$ cat src/rtl/switch_input_conditioner_pkg.sv
// Shared types and constants for the switch input front end.
package switch_input_conditioner_pkg;

  typedef enum logic [1:0] {
    IDLE    = 2'd0,
    VALID   = 2'd1,
    RELEASE = 2'd2
  } state_t;

  localparam int SW_W                = 10;
  localparam int SW_ENTER_BIT        = 8;
  localparam int SW_RUN_BIT          = 9;
  localparam int DEBOUNCE_CYCLES_DEF = 50000;

endpackage

$ cat src/rtl/switch_input_conditioner_if.sv
// Data handshake between the switch conditioner (master) and the CPU (slave).
interface switch_input_conditioner_if #(
  parameter int N = 8
);
  logic [N-1:0] dataOut;
  logic         dataValid;
  logic         dataAck;

  modport master (output dataOut, output dataValid, input dataAck);
  modport slave  (input dataOut, input dataValid, output dataAck);
endinterface

$ cat src/rtl/switch_input_conditioner_sync_debounce.sv
// Two-flop synchroniser followed by a whole-vector debouncer: deb only takes
// a new value after the synchronised vector has been unchanged for
// DEBOUNCE_CYCLES consecutive cycles.
module sync_debounce #(
  parameter int W               = 10,
  parameter int DEBOUNCE_CYCLES = 50000,
  parameter int CNT_W           = 16
) (
  input  logic         clk,
  input  logic         nRst,
  input  logic [W-1:0] din,
  output logic [W-1:0] deb
);

  localparam logic [CNT_W-1:0] CNT_MAX  = CNT_W'(DEBOUNCE_CYCLES);
  localparam logic [CNT_W-1:0] CNT_LAST = CNT_W'(DEBOUNCE_CYCLES - 1);

  logic [W-1:0]     s1;
  logic [W-1:0]     s2;
  logic [W-1:0]     s3;
  logic [CNT_W-1:0] cnt;

  // Bring the asynchronous switches into the clk domain.
  always_ff @(posedge clk or negedge nRst) begin
    if (!nRst) begin
      s1 <= '0;
      s2 <= '0;
    end else begin
      s1 <= din;
      s2 <= s1;
    end
  end

  // Stability window: any bit change restarts it; the count saturates, and
  // the increment that lands on the terminal count publishes the vector.
  always_ff @(posedge clk or negedge nRst) begin
    if (!nRst) begin
      s3  <= '0;
      cnt <= '0;
      deb <= '0;
    end else begin
      s3 <= s2;
      if (s2 != s3) begin
        cnt <= '0;
      end else if (cnt < CNT_MAX) begin
        cnt <= cnt + 1'b1;
        if (cnt == CNT_LAST) begin
          deb <= s2;
        end
      end
    end
  end

endmodule

$ cat src/rtl/switch_input_conditioner.sv
// Switch front end: debounces SW, exposes SW[9] as run enable and turns each
// press of SW[8] into exactly one valid/ack transfer of SW[N-1:0].
//
// state   | meaning
// IDLE    | waiting for debounced enter
// VALID   | byte captured and frozen, dataValid high until dataAck
// RELEASE | byte consumed, waiting for enter to be released
module switch_input_conditioner
  import switch_input_conditioner_pkg::*;
#(
  parameter int N               = 8,
  parameter int DEBOUNCE_CYCLES = DEBOUNCE_CYCLES_DEF,
  parameter int CNT_W           = 16
) (
  input  logic                         clk,
  input  logic                         nRst,
  input  logic [SW_W-1:0]              SW,
  switch_input_conditioner_if.master   hs,
  output logic                         runEnable,
  output logic [SW_W-1:0]              debSw
);

  logic [SW_W-1:0] deb;
  state_t          state;
  state_t          state_next;
  logic            load;
  logic [N-1:0]    data_q;
  logic            valid_q;

  sync_debounce #(
    .W              (SW_W),
    .DEBOUNCE_CYCLES(DEBOUNCE_CYCLES),
    .CNT_W          (CNT_W)
  ) u_sync_debounce (
    .clk (clk),
    .nRst(nRst),
    .din (SW),
    .deb (deb)
  );

  // Next-state and capture decision; ack only matters in VALID.
  always_comb begin
    state_next = state;
    load       = 1'b0;
    case (state)
      IDLE: begin
        if (deb[SW_ENTER_BIT]) begin
          state_next = VALID;
          load       = 1'b1;
        end
      end
      VALID: begin
        if (hs.dataAck) begin
          state_next = RELEASE;
        end
      end
      RELEASE: begin
        if (!deb[SW_ENTER_BIT]) begin
          state_next = IDLE;
        end
      end
      default: state_next = IDLE;
    endcase
  end

  // State register.
  always_ff @(posedge clk or negedge nRst) begin
    if (!nRst) begin
      state <= IDLE;
    end else begin
      state <= state_next;
    end
  end

  // Captured byte and valid flag; the byte only loads on the IDLE->VALID step.
  always_ff @(posedge clk or negedge nRst) begin
    if (!nRst) begin
      data_q  <= '0;
      valid_q <= 1'b0;
    end else begin
      if (load) begin
        data_q <= deb[N-1:0];
      end
      valid_q <= (state_next == VALID);
    end
  end

  assign hs.dataOut   = data_q;
  assign hs.dataValid = valid_q;
  assign debSw        = deb;
  assign runEnable    = deb[SW_RUN_BIT];

endmodule

$ cat src/flat_wrapper.sv
// flat-port wrapper written by rule: the top's interface ports become plain ports
module switch_input_conditioner_flat import switch_input_conditioner_pkg::*;
#(
  parameter int N               = 8,
  parameter int DEBOUNCE_CYCLES = DEBOUNCE_CYCLES_DEF,
  parameter int CNT_W           = 16
)
  (clk, nRst, SW, runEnable, debSw, hs_dataOut, hs_dataValid, hs_dataAck);
  switch_input_conditioner_if #(.N(N)) hs_i ();
  input  logic clk;
  input  logic nRst;
  input  logic [SW_W-1:0] SW;
  output logic runEnable;
  output logic [SW_W-1:0] debSw;
  output wire logic [$bits(hs_i.dataOut)-1:0] hs_dataOut;
  output wire logic [$bits(hs_i.dataValid)-1:0] hs_dataValid;
  input wire logic [$bits(hs_i.dataAck)-1:0] hs_dataAck;
  assign hs_dataOut = hs_i.dataOut;
  assign hs_dataValid = hs_i.dataValid;
  assign hs_i.dataAck = hs_dataAck;
  switch_input_conditioner #(.N(N), .DEBOUNCE_CYCLES(DEBOUNCE_CYCLES), .CNT_W(CNT_W)) u_core (.clk(clk), .nRst(nRst), .SW(SW), .hs(hs_i), .runEnable(runEnable), .debSw(debSw));
endmodule
$ cat config.mk
export PLATFORM = sky130hd
export DESIGN_NAME = switch_input_conditioner_flat
export DESIGN_NICKNAME = d
export VERILOG_FILES = /design/src/rtl/switch_input_conditioner_pkg.sv /design/src/rtl/switch_input_conditioner_if.sv /design/src/rtl/switch_input_conditioner_sync_debounce.sv /design/src/rtl/switch_input_conditioner.sv /design/src/flat_wrapper.sv
export SDC_FILE = /design/constraint.sdc
export NUM_CORES = 1
export LEC_CHECK = 0
export BUFFER_PORTS_ARGS = -buffer_cell sky130_fd_sc_hd__buf_2
export CAP_MARGIN = 20
export CORE_ASPECT_RATIO = 1.2
export CORE_MARGIN = 5
export CORE_UTILIZATION = 39
export DETAILED_ROUTE_END_ITERATION = 8
export GPL_ROUTABILITY_DRIVEN = 1
export PLACE_DENSITY = 0.64
export SYNTH_ARGS = -nofsm -noshare
export SYNTH_HDL_FRONTEND = slang
export SYNTH_SLANG_ARGS = --single-unit
$ cat constraint.sdc
create_clock -name clk -period 1.98 [get_ports clk]
set_clock_uncertainty 0.05 [all_clocks]
set_input_delay 0.297 -clock clk [delete_from_list [all_inputs] [get_ports clk]]
set_output_delay 0.297 -clock clk [all_outputs]
set_load 0.005 [all_outputs]
Word-level counts from Yosys, hierarchy flattened
Cells that the tools add are included.
{"block": "word_totals", "ramBits": 0, "input_bits": 13, "register_bits": 67, "wordCells": 27, "rom_bits": 0, "n_memories": 0, "latchBits": 0, "out_inout_bits": 20}
{"block": "op_classes", "n_reduce_logical": 3, "n_shift": 0, "addsub": 1, "n_lt_le_gt_ge": 1, "mul": 0, "n_eq_ne": 5, "div": 0, "muxes": 8, "bitwise_logic": 1}
{"op": "two-way mux 16 bit", "count": 2}
{"op": "adder 16 x 1 -> 16 bit (second input constant)", "count": 1}
{"op": "equality test 16 bit (second input constant)", "count": 1}
{"op": "less-than comparator 16 bit (second input constant)", "count": 1}
{"op": "inequality test 10 bit", "count": 1}
{"op": "two-way mux 2 bit", "count": 3}
{"op": "one-hot mux 2 bit (3 select lines)", "count": 1}
{"op": "equality test 2 x 1 -> 1 bit (second input constant)", "count": 2}
{"op": "AND reduction 3 bit", "count": 1}
{"op": "equality test 2 bit (second input constant)", "count": 1}
{"op": "zero test 2 bit", "count": 1}
{"op": "two-way mux 1 bit", "count": 2}
{"op": "nonzero test 2 bit", "count": 1}
{"op": "NOT 1 bit", "count": 1}

Longest topological paths before layout
Gate-level depths: netlist of run 1.
{"block": "logic_depth", "depth_word": 3, "mapped_depth": 5}

Modules after synthesis
Synthesis of run 1 repeated with hierarchy kept, for this count alone.
{"block": "hier_totals", "hier_cells": 180, "area_unflattened_um2": 2543.7}
{"module": "sync_debounce", "area_each_um2": 2115.8, "cells_per_inst": 153, "instances": 1}
{"module": "switch_input_conditioner", "area_each_um2": 427.9, "cells_per_inst": 27, "instances": 1}

Worst setup path before layout of run 1
No wires, ideal clock.
{"block": "synth_timing", "path_type": "register to register", "startpoint": "reg u_core.u_sync_debounce.cnt[7]", "endpoint": "reg u_core.u_sync_debounce.deb[0]", "stages_incl_launch_ff": 5, "arrival_ns": 1.771, "period_less_slack_ns": 1.946, "setup_ns": 0.125, "required_time_ns": 1.805, "path_slack_ns": 0.034, "path_buffers": 0, "path_cell_list": "dfrtp_1 > or4b_1 > nor4_2 > nand4_4 > mux2_2"}
{"block": "synth_between", "elab_chain_cells": 2, "elab_cells_between_ends": 3, "classes_between": "order compare (1); eq/ne (1); reduce/logical (1)"}
{"item": "from (decl)", "line": "switch_input_conditioner_sync_debounce.sv:21", "text": "logic [CNT_W-1:0] cnt;"}
{"item": "from (signal assigned)", "line": "switch_input_conditioner_sync_debounce.sv:46", "text": "cnt <= cnt + 1'b1;"}
{"item": "less-than comparator 16 bit or equality test 16 bit (tied branches)", "line": "switch_input_conditioner_sync_debounce.sv:45, switch_input_conditioner_sync_debounce.sv:47"}
{"item": "AND reduction 3 bit (no line) *"}
{"item": "to (signal assigned)", "line": "switch_input_conditioner_sync_debounce.sv:40", "text": "deb <= '0;"}
{"item": "to (signal assigned)", "line": "switch_input_conditioner_sync_debounce.sv:48", "text": "deb <= s2;"}
{"item": "to (decl)", "line": "switch_input_conditioner_sync_debounce.sv:12", "text": "output logic [W-1:0] deb"}
Every way passes the cells marked *; elsewhere a longest branch is shown, timed or not.
A chain may end at the register's enable or synchronous reset.

Final worst setup path of run 1
{"block": "layout_timing", "startpoint": "reg u_core.u_sync_debounce.cnt[5]", "endpoint": "reg u_core.u_sync_debounce.deb[8]"}
The elaborated chain is that of the path after synthesis.

==> metrics.txt, run 1 <==
signal arrival time at the worst endpoint=2.16 ns; Post-synth EDFFs=0; Tcrit/Tclk final=100%; status=finished, violations left; largest stage delay on the critical path=between 0.5 and 0.6 ns; Leakage=0.00156 uW; Critical Path RT=2.16 ns; ys async rst share=100%; Critical Path Sink Type=flop; via count=~1800; setup ws final=-0.00279 ns; # clock sinks=67; Initial Utilization=40.3%; placed cell area=0.00300 sq mm; DP HPWL=3.39 mm; Syn-to-layout area delta=29.5%; Worst slew margin=64.0%; part of the Yosys area used for sequential elements=between 60% and 70%; gr ovfl total=0; Die Y=99.4 um; Hold WC Path Type=primary input to flop; Final Instance Area=0.00337 sq mm; Clock Tree Buf Depth=2; CP Launch Type=flop; final setup vio count=3; slowest CP cell=or4b_4; Total Wirelength=5.07 mm; biggest area consumer among synthesized cells=dfrtp_1; top-count cell post-synth=dfrtp_1; Mapped Nets=210; max-slew violations=0; Post-synth top cells=dfrtp_1 (67), mux2_2 (18), a21oi_1 (17); Avg Cell Area, Syn=13.3 sq um; Die Area=0.00841 sq mm; Slew @ Worst Pin=0.537 ns; Num CTS Buffers=9; PortBufs=32; FF+latch count, synth=67; nets=276; layout cells sized above 1=37.1%; critical path class=flop to flop; via density per instance=roughly 5; I/O Pins=33; CTS Root Cell=clkbuf_8; count of different cell masters after synthesis=32; WP buf/inv=1; Warnings, synthesis=0; clk_lat worst skew=~0.34 ns; Mapped Area=0.00260 sq mm; largest net degree at the start of global routing=31; die width=84.5 um; RSZ-0062 raised after global routing=true; CTS HTree Levels=3; Synth Flop Type=dfrtp_1; clock transition at the registers of the reported paths=0.07 ns; family with the most delay on the worst path=simple AND/OR/NAND/NOR gates; mean routed wirelength per cell=roughly 14 um; GP Congestion=roughly 0.83; core area=0.00645 sq mm; largest cells by area after synthesis=dfrtp_1 (64%), mux2_2 (7.8%), xor2_1 (3.4%), a21oi_1 (3.3%), or4_1 (2.6%); CTS tree=built; cell count after synthesis=about 200; # DRC=0; failing checks=negative setup slack; Peak Freq=0.504 GHz; row count=32; DR pass1 iterations=4; diode count=0; drt initial violations=62; Pwr Total=2860 uW; Period minus WS final=1.98 ns; global-route wire length before repair=8.84 mm; CP max FO=5; endpoints failing hold=0; worst-path cell chain=or4b_4 -> nor4_4 -> buf_4 -> nand4_4 -> mux2_4; antenna violations before repair=0; VDD IR max=0.385 mV; vias in the first global route=approximately 1800; ANT nets after route=0; Total GRT Usage=13.5%; max-cap viol count=0; Synth top area share=64.5%; Pwr Density=851 mW/mm^2
cells by family after synthesis:
logic type	Yosys count	share of synthesized area, %
AOI/OAI and AO/OA	40	9.29
xor gates and xnor gates	10	3.37
adders and majority gates	1	0.481
buffers and inverters	10	1.59
DFF	67	64.5
muxes	18	7.80
and+or+nand+nor	50	13.0
repair_timing:
item | 4_1_cts | 5_1_grt
pin swaps | 0 | 4
buffers inserted | 1 | 2
hold buffers | 1 | 4
endpoints found under the setup margin | 10 | 17
endpoints found under the hold margin | 22 | 4
cloned | 1 | 0
gates resized for setup | 5 | 2
final cells by class:
cell class / instances / area (sq um)
clock buffers: 11 / 141
clock inverters: 5 / 100
fillers: 571 / 3080
inverters: 4 / 15.0
multi-input cells: 120 / 931
flip-flops and latches: 67 / 1680
well taps: 85 / 106
repair buffers: 60 / 395
where the power goes:
group	total (uW)	switching [uW]	internal [uW]
Clock	1370	500	867
Combinational	79.9	47.1	32.8
Sequential	1420	17.1	1400
sequential cells by signal, indices dropped and copies added (netlist names):
name / cells
u_core.state: 2
u_core.hs.dataOut: 8
u_core.u_sync_debounce.cnt: 16
u_core.u_sync_debounce.s3: 10
u_core.hs.dataValid: 1
u_core.u_sync_debounce.deb: 10
u_core.u_sync_debounce.s1: 10
u_core.u_sync_debounce.s2: 10
metrics by stage:
stage	setup slack, ns	std cells	hold slack (ns)	TNS, ns	util [%]
after floorplan	0.0342	196	-0.0486	0	-
after global placement	-0.00368	327	0.258	-0.0317	46.6
after detailed placement	-0.0222	327	0.267	-0.171	46.6
after CTS	0.000508	346	0.000338	0	51.2
after global routing	-0.0769	352	0.000608	-0.781	52.2
final	-0.00279	352	0.0113	-0.00352	52.2
final timing paths:
path / slack, ns / startpoint / depth (start not counted) / to
setup / recovery: -0.003 / u_core.u_sync_debounce.cnt[5] / 5 / u_core.u_sync_debounce.deb[8]
hold / removal: 0.01 / SW[9] / 1 / u_core.u_sync_debounce.s1[9]
setup reg to reg: -0.003 / u_core.u_sync_debounce.cnt[5] / 5 / u_core.u_sync_debounce.deb[8]
hold reg to reg: 0.30 / u_core.u_sync_debounce.s1[9] / 0 / u_core.u_sync_debounce.s2[9]
max in group asynchronous: 0.85 / nRst / 3 / u_core.hs.dataOut[5]
min in group asynchronous: 0.42 / nRst / 2 / u_core.u_sync_debounce.s1[3]
routing by layer:
layer,vias to the layer above,part of all wire [%],track usage (%)
met2,43,50,21.4
met1,883,43,16.3
li1,865,-,-
met5,-,0,0
met4,0,2.3,8.53
met3,12,4.5,3.40
placed cells by master (no fill, tap or decap), drive strengths merged, types with 7 or more instances in the layout:
cell type / n
or4: 9
a21oi: 17
xor2: 10
mux2: 18
nand2: 7
buf: 55
dfrtp: 67
o31ai: 7
clkbuf: 11
o21ai: 9
Note: power is estimated with default switching activity, not from simulation.
==> inputs of run 2 (changes only) <==
--- a/config.mk
+++ b/config.mk
@@ -8,7 +8,6 @@
 export BUFFER_PORTS_ARGS = -buffer_cell sky130_fd_sc_hd__buf_2
 export CAP_MARGIN = 20
 export CORE_ASPECT_RATIO = 1.2
-export CORE_MARGIN = 5
 export CORE_UTILIZATION = 39
 export DETAILED_ROUTE_END_ITERATION = 8
 export GPL_ROUTABILITY_DRIVEN = 1
==> run 2 against run 1 <==
  * The flow still finishes with violations (negative setup slack)
  * Die area decreased by 17%
  * Utilization grew 0.39 points
  * Register-to-register slack about the same
  * Hold slack improved by 0.0039 ns
  * Global-route usage is 3.1 points higher
  * Critical endpoint is now u_core.u_sync_debounce.deb[3]
  * Largest power group unchanged
==> metrics.txt, run 2 (synthesis results as in run 1) <==
status=finished, violations left (unchanged); failing checks=negative setup slack (unchanged); Pwr Density=772 mW/mm^2 (was 851 mW/mm^2); critical path endpoint=u_core.u_sync_debounce.deb[3] (was u_core.u_sync_debounce.deb[8]); Initial Utilization=40.3% (unchanged); global-route wire length before repair=8.67 mm (was 8.84 mm); Worst slew margin=62.4% (was 64.0%); Register Area=0.00168 sq mm (about the same); share of total power in the clock network=42.6% (was 47.7%); Crit. Startpoint=u_core.u_sync_debounce.cnt[7] (was u_core.u_sync_debounce.cnt[5]); # clock sinks=67 (unchanged); Die Area=0.00700 sq mm (was 0.00841 sq mm); CP Launch Type=flop (unchanged); Period minus WS final=1.99 ns (was 1.98 ns); Num CTS Buffers=9 (unchanged); drt initial violations=35 (was 62); worst hold slack=0.0152 ns (was 0.0113 ns); Critical Path RT=2.16 ns (about the same); # DRC=0 (unchanged); NetSw=538 uW (was 564 uW); antenna violations before repair=0 (unchanged); Hold WC Path Type=primary input to flop (unchanged); gr ovfl total=0 (unchanged); Biggest register=u_core.u_sync_debounce.cnt (unchanged); I/O Pins=33 (unchanged); CP max FO=5 (unchanged); Tcrit/Tclk final=100% (about the same); Total GRT Usage=16.6% (was 13.5%); final setup vio count=1 (was 3); P_int=2080 uW (was 2300 uW); DP HPWL=3.27 mm (was 3.39 mm); Filler Cells Inserted=565 (was 571); Critical Path Sink Type=flop (unchanged); via count=1795 (was 1803); Multi-input gate area=936 sq um (was 931 sq um); Syn-to-layout area delta=30.4% (was 29.5%); power share of the combinational group=3.2% (was 2.8%); ANT nets after route=0 (unchanged); sequential power share=54.1% (was 49.5%); placed cell area=0.00302 sq mm (was 0.00300 sq mm); via density per instance=5.01 (was 5.12); vias in the first global route=1829 (was 1764); row count=32 (unchanged); max-cap viol count=0 (unchanged); Peak Freq=0.504 GHz (about the same); Total Wirelength=5.04 mm (was 5.07 mm); most frequent cells in the layout=dfrtp_1 (65), buf_2 (32), buf_4 (24) (was dfrtp_1 (67), buf_2 (32), buf_4 (22)); FF-to-FF Start=u_core.u_sync_debounce.cnt[7] (was u_core.u_sync_debounce.cnt[5]); Die Y=91.4 um (was 99.4 um); DR pass1 iterations=4 (unchanged); VDD IR max=0.320 mV (was 0.385 mV); mean routed wirelength per cell=14.1 um (was 14.4 um); diode count=0 (unchanged); Leakage=0.00157 uW (was 0.00156 uW); endpoints failing hold=0 (unchanged); leading cell type in the layout, fill and taps excluded=dfrtp_1 (unchanged); Fin Setup TNS=-0.00524 ns (was -0.00352 ns); nets=283 (was 276); RSZ-0062 raised after global routing=true (unchanged); Final Util=52.6% (was 52.2%); signal arrival time at the worst endpoint=2.17 ns (was 2.16 ns); Register-to-Register Path Depth=5 (unchanged); CTS HTree Levels=3 (unchanged); switching share of power=20.5% (was 19.7%); largest net degree at the start of global routing=56 (was 31); setup ws final=-0.00524 ns (was -0.00279 ns); core area=0.00645 sq mm (unchanged); fin cells=358 (was 352); CTS Root Cell=clkbuf_8 (unchanged); CTS tree=built (unchanged); critical path class=flop to flop (unchanged); clock transition at the registers of the reported paths=0.07 ns (about the same); layout cells sized above 1=37.4% (was 37.1%); clk_lat worst skew=0.34 ns (about the same); PortBufs=32 (unchanged); GP Congestion=0.830 (was 0.827); Clock Tree Buf Depth=2 (unchanged); Slew @ Worst Pin=0.561 ns (was 0.537 ns); max FFs per register=16 (unchanged); FF-to-FF setup slack=-0.005 ns (was -0.003 ns); die width=76.5 um (was 84.5 um); RR Endpoint=u_core.u_sync_debounce.deb[3] (was u_core.u_sync_debounce.deb[8]); max-slew violations=0 (unchanged); Final Instance Area=0.00339 sq mm (was 0.00337 sq mm); Cells after DPL=329 (was 327)
## run 2: cell types whose count changed in the layout (fill, tap and decap cells not counted), moves of 2 or more
| cell | change |
|---|---|
| mux2_2 | +2 |
| buf_4 | +2 |
| mux2_4 | -2 |
| bufinv_16 | -2 |
| dfrtp_2 | +2 |
| dfrtp_1 | -2 |
| dlygate4sd3_1 | +5 |
## run 2: area by class of cell
cell class | instances | area share [%]
well taps | 85 | 3.14
clock inverters | 2 | 1.03
flip-flops and latches | 67 | 49.5
repair buffers | 67 | 13.6
multi-input cells | 120 | 27.6
clock buffers | 13 | 4.69
inverters | 4 | 0.443
## run 2: worst max-delay path, stage by stage (launching register included)
cell and delay, ns:
dfrtp_1 0.38, or4b_4 0.55, nor4_4 0.21, buf_4 0.18, nand4_4 0.15, mux2_4 0.35
## run 2: stage by stage
| stage | setup slack [ns] | power (uW) |
|---|---|---|
| 4_1_cts | -0.0245 | 2660 |
| 2_1_floorplan | 0.0342 | 1460 |
| 3_3_place_gp | -0.00349 | 1510 |
| 3_5_place_dp | -0.0641 | 1510 |
| 6_report | -0.00524 | 2620 |
| 5_1_grt | -0.0775 | 2730 |
## run 2: repair_timing
action                                  in CTS  in global routing
cloned                                       1                  0
resized for setup                            3                  6
hold buffers                                10                  0
buffers inserted                             3                  0
pin swaps                                    1                  3
endpoints found under the hold margin       21                  0
endpoints found under the setup margin      15                 22
## run 2: worst min-delay path by stage
stage | cells past startpoint | slack (ns) | from | endpoint
floorplan | 0 | -0.05 | nRst | u_core.hs.dataOut[0]
global placement | 1 | 0.17 | nRst | u_core.u_sync_debounce.s1[7]
detailed placement | 1 | 0.17 | nRst | u_core.u_sync_debounce.s1[7]
CTS | 1 | 0.002 | SW[1] | u_core.u_sync_debounce.s1[1]
global route | 1 | 0.003 | SW[1] | u_core.u_sync_debounce.s1[1]
finish | 1 | 0.02 | SW[1] | u_core.u_sync_debounce.s1[1]
## run 2: per-layer routing
layer  vias to the layer above  part of all wire, %  GRT usage (%)
li1                        874                    -              -
met1                       882                   42           18.5
met2                        29                   52           27.7
met3                        10                  3.2           5.43
met4                         0                  2.7           9.29
met5                         -                    0              0
## run 2: power by group through the flow
| stage | logic, uW | registers (uW) | clock network (uW) |
|---|---|---|---|
| after floorplan | 18.0 | 1440 | 0 |
| after global placement | 67.1 | 1440 | 0 |
| after detailed placement | 68.7 | 1440 | 0 |
| after CTS | 87.9 | 1420 | 1160 |
| after global routing | 98.5 | 1420 | 1210 |
| final | 85.1 | 1420 | 1120 |
==> inputs of run 3 (changes only) <==
--- a/config.mk
+++ b/config.mk
@@ -14,4 +14,5 @@
 export PLACE_DENSITY = 0.64
 export SYNTH_ARGS = -nofsm -noshare
 export SYNTH_HDL_FRONTEND = slang
+export SYNTH_HIERARCHICAL = 1
 export SYNTH_SLANG_ARGS = --single-unit
==> run 3 against run 2 <==
  * The run now ends clean
  * Register-to-register slack improved by 0.08 ns
  * Critical endpoint is now u_core/u_sync_debounce/cnt[14]
  * Hold slack better by 0.0050 ns
  * Critical path type unchanged
  * Total power increased by 3.6%
  * Combinational power fell by 6.7%
  * First-iteration DRC count grew 83%
  * Sequential power about the same
==> metrics.txt, run 3 <==
status=finished clean (was finished, violations left); CP max FO=7 (was 5); Hold WC Path Type=primary input to flop (unchanged); # clock sinks=67 (unchanged); Post-synth top cells=dfrtp_1 (67), mux2_2 (18), nor2_1 (15), xor2_1 (15), xnor2_1 (9) (was dfrtp_1 (67), mux2_2 (18), a21oi_1 (17)); drt initial violations=64 (was 35); ANT nets after route=0 (unchanged); Biggest register=u_core/u_sync_debounce/cnt (was u_core.u_sync_debounce.cnt); row count=31 (was 32); Final Instance Area=0.00319 sq mm (was 0.00339 sq mm); CTS HTree Levels=3 (unchanged); diode count=0 (unchanged); critical path class=flop to flop (unchanged); placed cell area=0.00283 sq mm (was 0.00302 sq mm); Critical Path RT=2.16 ns (about the same); routing usage on met1=18.3% (was 18.5%); CP Launch Type=flop (unchanged); PortBufs=32 (unchanged); max-slew violations=0 (unchanged); Die Y=90.5 um (was 91.4 um); core area=0.00617 sq mm (was 0.00645 sq mm); Synth Area in Compound Gates=3.59% (was 9.29%); mux contribution to synthesized area=8.36% (was 7.80%); signal arrival time at the worst endpoint=2.08 ns (was 2.17 ns); Worst slew margin=62.6% (was 62.4%); Num CTS Buffers=9 (unchanged); Final Util=51.8% (was 52.6%); Mapped Nets=194 (was 210); Warnings, synthesis=6 (was 0); Cells after DPL=295 (was 329); top-count cell post-synth=dfrtp_1 (unchanged); Syn-to-layout area delta=25.6% (was 30.4%); gr ovfl total=0 (unchanged); vias in the first global route=1585 (was 1829); fin cells=325 (was 358); clock transition at the registers of the reported paths=0.07 ns (about the same); nets=252 (was 283); max FFs per register=16 (unchanged); Pwr Total=2710 uW (was 2620 uW); Synth top area share=65.9% (was 64.5%); GP Congestion=0.720 (was 0.830); DP HPWL=2.71 mm (was 3.27 mm); max-cap viol count=0 (unchanged); largest family of logic cells by synthesized area=simple AND/OR/NAND/NOR gates (unchanged); Post-synth EDFFs=0 (unchanged); Critical Path Sink Type=flop (unchanged); Tcrit/Tclk final=96.0% (was 100%); GR Layer Usage met2=21.0% (was 27.7%); xor-xnor portion of the synthesized cell area=8.26% (was 3.37%); Synth Flop Type=dfrtp_1 (unchanged); largest cells by area after synthesis=dfrtp_1 (66%), mux2_2 (8.0%), xor2_1 (5.2%), xnor2_1 (3.1%), nor2_1 (2.2%) (was dfrtp_1 (64%), mux2_2 (7.8%), xor2_1 (3.4%), a21oi_1 (3.3%), or4_1 (2.6%)); routing usage on met3=3.68% (was 5.43%); Synth Area in Adders=0.492% (was 0.481%); DR pass1 iterations=4 (unchanged); global-route wire length before repair=7.15 mm (was 8.67 mm); Leakage=0.00150 uW (was 0.00157 uW); via count=1556 (was 1795); Clock Tree Buf Depth=2 (unchanged); Mapped Area=0.00254 sq mm (was 0.00260 sq mm); VDD IR max=0.386 mV (was 0.320 mV); part of the Yosys area used for sequential elements=65.9% (was 64.5%); Total Wirelength=4.24 mm (was 5.04 mm); # DRC=0 (unchanged); Pwr Density=849 mW/mm^2 (was 772 mW/mm^2); most frequent cells in the layout=dfrtp_1 (67), buf_2 (32), mux2_2 (18) (was dfrtp_1 (65), buf_2 (32), buf_4 (24)); CTS tree=built (unchanged); cell count after synthesis=180 (was 196); via density per instance=4.79 (was 5.01); antenna violations before repair=0 (unchanged); largest net degree at the start of global routing=68 (was 56); I/O Pins=33 (unchanged); Avg Cell Area, Syn=14.1 sq um (was 13.3 sq um); Slew @ Worst Pin=0.558 ns (was 0.561 ns); CTS Root Cell=clkbuf_8 (unchanged); ys async rst share=100% (unchanged); endpoints failing hold=0 (unchanged); Total GRT Usage=14.4% (was 16.6%); biggest area consumer among synthesized cells=dfrtp_1 (unchanged); RSZ-0062 raised after global routing=true (unchanged); count of different cell masters after synthesis=33 (was 32); Die Area=0.00685 sq mm (was 0.00700 sq mm); most used routing layer=met2 (unchanged); Post-Synth Simple-Gate Area=11.7% (was 13.0%); mean routed wirelength per cell=13.0 um (was 14.1 um); leading cell type in the layout, fill and taps excluded=dfrtp_1 (unchanged); final setup vio count=0 (was 1); FF+latch count, synth=67 (unchanged); Peak Freq=0.526 GHz (was 0.504 GHz); Initial Utilization=41.2% (was 40.3%); die width=75.7 um (was 76.5 um); clk_lat worst skew=0.34 ns (about the same); Period minus WS final=1.90 ns (was 1.99 ns); layout cells sized above 1=36.6% (was 37.4%)
## run 3: changes by cell type after synthesis, moves of 7 or more
cell,delta
or4_1,-9
a21oi_1,-10
nor2_1,+10
xnor2_1,+9
o31ai_1,-7
o21ai_0,-9
## run 3: kinds of logic after synthesis
kind of cell    count (synthesis)
buf+inv                         6
flops                          67
compound gates                 13
fa+ha+maj                       1
xor+xnor                       24
simple gates                   50
mux                            19
## run 3: final cells by class
| cell class | count | area (sq um) |
|---|---|---|
| Clock buffer | 10 | 128 |
| Clock inverter | 6 | 90.1 |
| Fill cell | 526 | 2970 |
| Multi-Input combinational cell | 107 | 842 |
| Sequential cell | 67 | 1680 |
| Tap cell | 82 | 103 |
| Timing Repair Buffer | 53 | 355 |
## run 3: metrics by stage
| stage | setup TNS (ns) | setup WS [ns] | hold WS (ns) |
|---|---|---|---|
| 6_report | 0 | 0.0789 | 0.0202 |
| 2_1_floorplan | 0 | 0.123 | -0.0486 |
| 3_5_place_dp | -0.414 | -0.0473 | 0.285 |
| 3_3_place_gp | -0.346 | -0.0357 | 0.283 |
| 4_1_cts | 0 | 0.0683 | 0.00551 |
| 5_1_grt | -0.0209 | -0.0102 | 0.00899 |
## run 3: power by group
group	internal, uW	switching, uW
clock network	711	505
registers	1400	17.1
logic	36.7	42.7
total	2150	565
## run 3: critical path, cell delays in order (launching register included)
cell and delay, ns:
dfrtp_1 0.42, or4_4 0.54, a211oi_4 0.35, buf_4 0.18
nand3_2 0.07, xor2_1 0.13, nor2_1 0.05
## run 3: worst paths after layout
check,from,end,slack (ns),depth (start not counted)
hold reg to reg,u_core/u_sync_debounce/s1[4],u_core/u_sync_debounce/s2[4],0.30,0
min in group asynchronous,nRst,u_core/u_sync_debounce/cnt[0],0.45,3
hold / removal,SW[2],u_core/u_sync_debounce/s1[2],0.02,1
setup / recovery,u_core/u_sync_debounce/cnt[11],u_core/u_sync_debounce/cnt[14],0.08,6
setup reg to reg,u_core/u_sync_debounce/cnt[11],u_core/u_sync_debounce/cnt[14],0.08,6
max in group asynchronous,nRst,u_core/u_sync_debounce/s1[6],1.15,3
## run 3: repair_timing
item	in CTS	in global routing
pin swaps	1	3
hold buffers	10	0
endpoints found under the hold margin	76	0
setup endpoints to repair	10	8
resized for setup	1	2
setup buffers	3	1
## run 3: per-layer routing
layer / up-vias / routed length, um
met5: - / 0
met3: 8 / 175
met1: 771 / 2010
met4: 0 / 80
met2: 35 / 1970
li1: 742 / -
